[src/rtl/debounced_logic_control_pkg.sv]
// Shared definitions for debounced_logic_control: LED mode codes and LED channel indices.
package debounced_logic_control_pkg;

  typedef enum logic [1:0] {
    MODE_DIRECT = 2'b00,
    MODE_TOGGLE = 2'b01,
    MODE_HOLD   = 2'b10,
    MODE_INVERT = 2'b11
  } mode_e;

  localparam int LED_AND = 0;
  localparam int LED_OR  = 1;
  localparam int LED_XOR = 2;

endpackage

[src/rtl/debounced_logic_control_switch_debouncer.sv]
// One switch bit: two-flop synchroniser followed by a consecutive-mismatch debounce counter.
module switch_debouncer #(
  parameter int DEBOUNCE_CYCLES = 4,
  parameter int CNT_W           = $clog2(DEBOUNCE_CYCLES + 1)
) (
  input  logic clk_i,
  input  logic rst_i,
  input  logic sw_i,
  output logic stable_o
);

  localparam logic [CNT_W-1:0] CNT_LAST = CNT_W'(DEBOUNCE_CYCLES - 1);

  logic             s1_q, s2_q;
  logic             stable_q, stable_d;
  logic [CNT_W-1:0] cnt_q, cnt_d;

  always_comb begin
    // NOTE: every output of this block gets a default first, so no path can infer a latch.
    stable_d = stable_q;
    cnt_d    = cnt_q;
    if (s2_q == stable_q) begin
      cnt_d = '0;
    end else if (cnt_q == CNT_LAST) begin
      stable_d = s2_q;
      cnt_d    = '0;
    end else begin
      cnt_d = cnt_q + CNT_W'(1);
    end
  end

  always_ff @(posedge clk_i) begin
    // NOTE: non-blocking assignments here so every flop samples pre-edge values, as real hardware does.
    if (rst_i) begin
      s1_q     <= 1'b0;
      s2_q     <= 1'b0;
      stable_q <= 1'b0;
      cnt_q    <= '0;
    end else begin
      s1_q     <= sw_i;
      s2_q     <= s1_q;
      stable_q <= stable_d;
      cnt_q    <= cnt_d;
    end
  end

  assign stable_o = stable_q;

endmodule

[src/rtl/debounced_logic_control.sv]
// N-input switch debouncer driving three registered LEDs (AND/OR/XOR) through a four-mode mux,
// with a one-cycle CHANGE pulse whenever the debounced vector moves.
module debounced_logic_control
  import debounced_logic_control_pkg::*;
#(
  parameter int N_IN            = 2,
  parameter int DEBOUNCE_CYCLES = 4
) (
  input  logic            CLOCK,
  input  logic            RESET,
  input  logic [N_IN-1:0] SW,
  input  logic [1:0]      MODE,
  output logic [2:0]      LED,
  output logic            CHANGE
);

  localparam int CNT_W = $clog2(DEBOUNCE_CYCLES + 1);

  logic [N_IN-1:0] stable;
  logic [N_IN-1:0] stable_prev_q;
  logic [2:0]      f;
  logic [2:0]      f_prev_q;
  logic [2:0]      led_q, led_d;
  logic            change_q, change_d;

  for (genvar g = 0; g < N_IN; g++) begin : g_deb
    switch_debouncer #(
      .DEBOUNCE_CYCLES(DEBOUNCE_CYCLES),
      .CNT_W          (CNT_W)
    ) u_deb (
      .clk_i   (CLOCK),
      .rst_i   (RESET),
      .sw_i    (SW[g]),
      .stable_o(stable[g])
    );
  end

  always_comb begin
    f          = '0;
    f[LED_AND] = &stable;
    f[LED_OR]  = |stable;
    f[LED_XOR] = ^stable;

    // Compare whole vectors: several bits settling together give a single pulse.
    change_d = (stable != stable_prev_q);

    led_d = led_q;
    case (mode_e'(MODE))
      MODE_DIRECT: led_d = f;
      MODE_TOGGLE: led_d = led_q ^ (f & ~f_prev_q);
      MODE_HOLD:   led_d = led_q;
      MODE_INVERT: led_d = ~f;
      default:     led_d = led_q;
    endcase
  end

  // f_prev follows F in every mode, so entering TOGGLE never sees a stale rising edge.
  always_ff @(posedge CLOCK) begin
    if (RESET) begin
      stable_prev_q <= '0;
      f_prev_q      <= '0;
      led_q         <= '0;
      change_q      <= 1'b0;
    end else begin
      stable_prev_q <= stable;
      f_prev_q      <= f;
      led_q         <= led_d;
      change_q      <= change_d;
    end
  end

  assign LED    = led_q;
  assign CHANGE = change_q;

endmodule
[config.mk]
export PLATFORM = sky130hd
export DESIGN_NAME = debounced_logic_control
export DESIGN_NICKNAME = d
export VERILOG_FILES = /design/src/rtl/debounced_logic_control_pkg.sv /design/src/rtl/debounced_logic_control_switch_debouncer.sv /design/src/rtl/debounced_logic_control.sv
export SDC_FILE = /design/constraint.sdc
export NUM_CORES = 1
export LEC_CHECK = 0
export CAP_MARGIN = 20
export CORE_UTILIZATION = 30
export DETAILED_ROUTE_END_ITERATION = 12
export SLEW_MARGIN = 20
export SYNTH_ARGS = -nofsm -noshare
export SYNTH_HDL_FRONTEND = slang
export SYNTH_SLANG_ARGS = --single-unit
export TNS_END_PERCENT = 30
[constraint.sdc]
create_clock -name CLOCK -period 2.06 [get_ports CLOCK]
set_input_delay 0.412 -clock CLOCK [delete_from_list [all_inputs] [get_ports CLOCK]]
set_output_delay 0.412 -clock CLOCK [all_outputs]
set_load 0.05 [all_outputs]
# == Yosys cells after proc, flatten, opt, wreduce, memory -nomap -nowiden ==
# Index checks and enable logic that the tools add are counted.
# word_totals
register_bits,21
wordCells,37
input_bits,6
out_inout_bits,4
# op_classes
mux,1
n_addsub,2
bitwise_logic,6
n_eq_ne,8
reduce_logical,8
# op_table
operator,count
$pmux 3 s3,1
$add 3x1->3 const B,2
$eq 3x2->1 const B,2
$not 3->3,2
$reduce_and 2->1,3
$reduce_or 3->1,2
$eq 2x2->1 const B,2
$and 3x3->3,1
$xor 3x3->3,1
$eq 1x1->1,2
$eq 2x1->1 const B,1
$logic_not 2->1,1
$ne 2x2->1,1
$not 1->1,2
$reduce_or 2->1,1
$reduce_xor 2->1,1

# == Logic depth before layout (Yosys ltp) ==
# logic_depth
depth_word,4
mapped_depth,5
depth_no_buf,5

# == Modules after synthesis ==
# A second synthesis with hierarchy kept.
# unflattened
hier_cells,79
area_unflattened_um2,854.6
# by_module_without_submodules
module,area_each_um2,seq_area_each_um2,n_inst,cells_each
debounced_logic_control,431.7,180.2,1,45
switch_debouncer,211.5,120.1,2,17

# == Worst setup path after synthesis ==
# No wires, ideal clock.
# synth_timing
path_kind,register to register
from,reg g_deb[0].u_deb.stable_q
to,reg led_q[2] (netlist: LED[2])
required_time_ns,1.938
stages_incl_launch_ff,5
arrival_ns,1.373
slack_ns,0.565
path_buffers,0
period_less_slack_ns,1.495
cell_sequence,dfxtp_1 inv_1 ha_1 mux2_1 a221o_1
# synth_via
elab_chain_cells,4
# synth_lines
item,line,text
"start, declared",debounced_logic_control_switch_debouncer.sv:15,"logic stable_q, stable_d;"
"start signal, assigned",debounced_logic_control_switch_debouncer.sv:42,stable_q <= stable_d;
$reduce_xor 2->1 *,debounced_logic_control.sv:42,f[LED_XOR] = ^stable;
named net f[2],debounced_logic_control.sv:21,logic [2:0] f;
$and 3x3->3,debounced_logic_control.sv:50,MODE_TOGGLE: led_d = led_q ^ (f & ~f_prev_q);
$xor 3x3->3,debounced_logic_control.sv:50,
$pmux 3 s3 *,debounced_logic_control.sv:48,case (mode_e'(MODE))
"end signal, assigned",debounced_logic_control.sv:67,led_q <= led_d;
"end, declared",debounced_logic_control.sv:23,"logic [2:0] led_q, led_d;"
# Mark *: on every way through the listed nets, which the timed path passes. The rest lies on a longest branch.
# A chain may end at the register's enable or synchronous reset.

# == Worst setup path in the final report ==
# layout_timing
from,reg led_q[2] (netlist: LED[2])
to,out LED[2]
# layout_lines
item,line,text
"end, declared",debounced_logic_control.sv:13,"output logic [2:0] LED,"
# No word-level cell between the ends.

==> flow_summary.ini <==
[sta]
finalCritPeriodShare_pct = 92.9
hold_violations = 0
fin_setup_tns_ps = 0
fin_crit_ps = 1910
hold_ws_ps = 423
setup_viol = 0
fmax_mhz = 523
rsz0062_at_grt = no
drv_slew = 0
tightest_slew_ps = 497
clock_skew_ps = 0.882
relSlewSlack_pct = 66.8
worst_slack_ps = 147

[grt]
grt_first_pass_wirelength_mm = 1.95
antenna_found_initial = 0
overflow = 0
track_usage_pct = 9.77
grt_max_degree = 15
grt_pass1_vias = 496

[power_and_ir_drop]
intPower_w = 0.000514
power_w = 0.000673
leakagePower_nw = 0.376
p_sw_share_pct = 23.6
pwr-share-clk_pct = 29.1
ir_drop_v = 0.000361
share_comb_of_total_power_pct = 8.7
p_switching_w = 0.000159
power_density_nw_per_um2 = 683
pwr-share-seq_pct = 62.2

[synth]
ys_types = 23
synth.top_cell.area_share_pct = 49.9
syn-num-nets = 96
synthXorXnorAreaFrac_pct = 4.16
synth_compound_area_share_pct = 6.69
ys_seq_elements = 21
syn_avg_cell_area_um2 = 10.0
synth-edff-count = 0
yosysMostFrequentCell = dfxtp_1
yosys.area_share.adder_pct = 8.92
syn_inst = 84
ys_warn_count = 0
post-synth-top-area-cell = dfxtp_1
synth_top_family_by_area = simple AND/OR/NAND/NOR gates
muxShareOfSynthArea_pct = 5.05
yosysSeqAreaShare_pct = 49.9
netlist_area_um2 = 842
synthArstFlopShare_pct = 0
ys_dominant_reg_cell = dfxtp_1
synth_common_cells = dfxtp_1, nor2_1, nor2b_1, ha_1, inv_1
synth_area_leaders = dfxtp_1, ha_1, nor2_1
synthSimpleGateAreaFrac_pct = 20.4

[placement]
dp_hpwl_um = 890
placed_cells = 121
post-place-ws_ps = 190
portBuffers = 9
gp_congestion = 0.688

[critical_path]
worstReg2RegStart = g_deb[0].u_deb.stable_o
path_delay_family = buffers and inverters
critPathArrivalTime_ps = 1500
critPathSlowestCell = clkdlybuf4s50_1
crit_fanout = 3
start_kind = flop
end_kind = primary output
crit_required_ps = 1650
path_cells = clkdlybuf4s50_1
critPathKind = flop to primary output
path_buf_inv = 1
startpoint = LED[2]
cpPeakStageDelay_ps = 820

[die]
die_area_um2 = 3020
start_util_pct = 32.8
rows = 18
fp.coreArea_um2 = 2570
ios = 10
die_x_um = 55.0
die_height_um = 55.0

[cts]
cts.reportedPaths.clkPinSlew_ps = 110
postCtsSetupBuffers = 0
cts_hold_buf = 0
clkLatencyLatePin_ps = 300
cts_buffers = 3
cts_resized = 0
cts_buffer_depth = 2
h-tree-depth = 1
cts_sinks = 21
cts_root_buffer = clkbuf_4
tritoncts = done

[drt]
antenna_left = 0
top_layer_used = met4
routed_via_density = 4.46
drt_iter0_drc = 2
wl_met3_um = 78
vias = 558
wirelength_mm = 1.22
drc_errors = 0
dr_wl_met2_um = 565
firstDrtPassIters = 2
met1_length_um = 558
wl_per_cell_um = 9.78

[cells_and_area]
layout.cells.non_filler = 125
nNetsFinal = 108
drive_gt1_share_pct = 6.32
antenna_cells = 0
fill_cells = 280
syn2layout_area_growth_pct = 17.1

[min_path]
hold_path.startpoint = g_deb[0].u_deb.cnt_q[0]
hold_class = flop to flop

[status]
status = completed

[run]
drv_cap = 0
-- area by class of cell --
type                       instances  area, µm²  area share, %
clock inverter                     1       5.00          0.508
tap                               30       37.5           3.81
timing repair buffer              10       97.6           9.90
inverter                           6       22.5           2.28
multi-input combinational         54        380           38.6
clock buffer                       3       22.5           2.28
sequential                        21        420           42.6
-- state kept, by name, summed over array words and instances, names as in the netlist --
register	count
g_deb.u_deb.s1_q	2
g_deb.u_deb.cnt_q	6
g_deb.u_deb.s2_q	2
f_prev_q	3
CHANGE	1
g_deb.u_deb.stable_o	2
stable_prev_q	2
LED	3
-- cell usage in the layout (no fill, tap or decap) --
cell	instances
a21o_1	1
a21oi_1	3
a221o_1	2
a31oi_1	1
and2b_1	1
buf_4	1
clkbuf_4	3
clkdlybuf4s50_1	9
clkinv_2	1
dfxtp_1	21
ha_1	6
inv_1	6
mux2_1	2
mux2i_1	2
nand2_1	1
nand2b_1	2
nor2_1	14
nor2b_1	7
nor4bb_1	2
o211ai_1	1
or2_0	1
or2_2	1
or3_1	3
xnor2_1	4
-- metrics by stage --
stage          util, %  cell area, µm²
2_1_floorplan        -             842
3_3_place_gp      37.3             958
3_5_place_dp      37.3             958
4_1_cts           38.4             986
5_1_grt           38.4             986
6_report          38.4             986
-- final timing paths --
path	to	slack, ps	depth (start not counted)
setup reg to reg	LED[2]	440	4
setup / recovery	LED[2]	150	1
hold / removal	g_deb[0].u_deb.cnt_q[0]	420	1
hold reg to reg	g_deb[0].u_deb.cnt_q[0]	420	1
-- power by group through the flow --
| stage | Sequential (W) | Combinational, W | Clock (W) |
|---|---|---|---|
| after global routing | 0.000420 | 0.0000637 | 0.000221 |
| after floorplan | 0.000440 | 0.0000265 | 0 |
| after CTS | 0.000419 | 0.0000590 | 0.000209 |
| after detailed placement | 0.000428 | 0.0000586 | 0 |
| final | 0.000419 | 0.0000583 | 0.000196 |
| after global placement | 0.000428 | 0.0000576 | 0 |
-- layer usage --
layer,vias up,global-route usage (%)
li1,297,-
met1,248,9.70
met2,11,15.9
met3,2,6.01
met4,0,5.00
met5,-,0
-- logic make-up after synthesis --
family	count (synthesis)
muxes	4
AOI/OAI and AO/OA	8
xor gates and xnor gates	4
adders and majority gates	6
and+or+nand+nor	32
DFF	21
buffers and inverters	9
(Power assumes the default switching activity.)
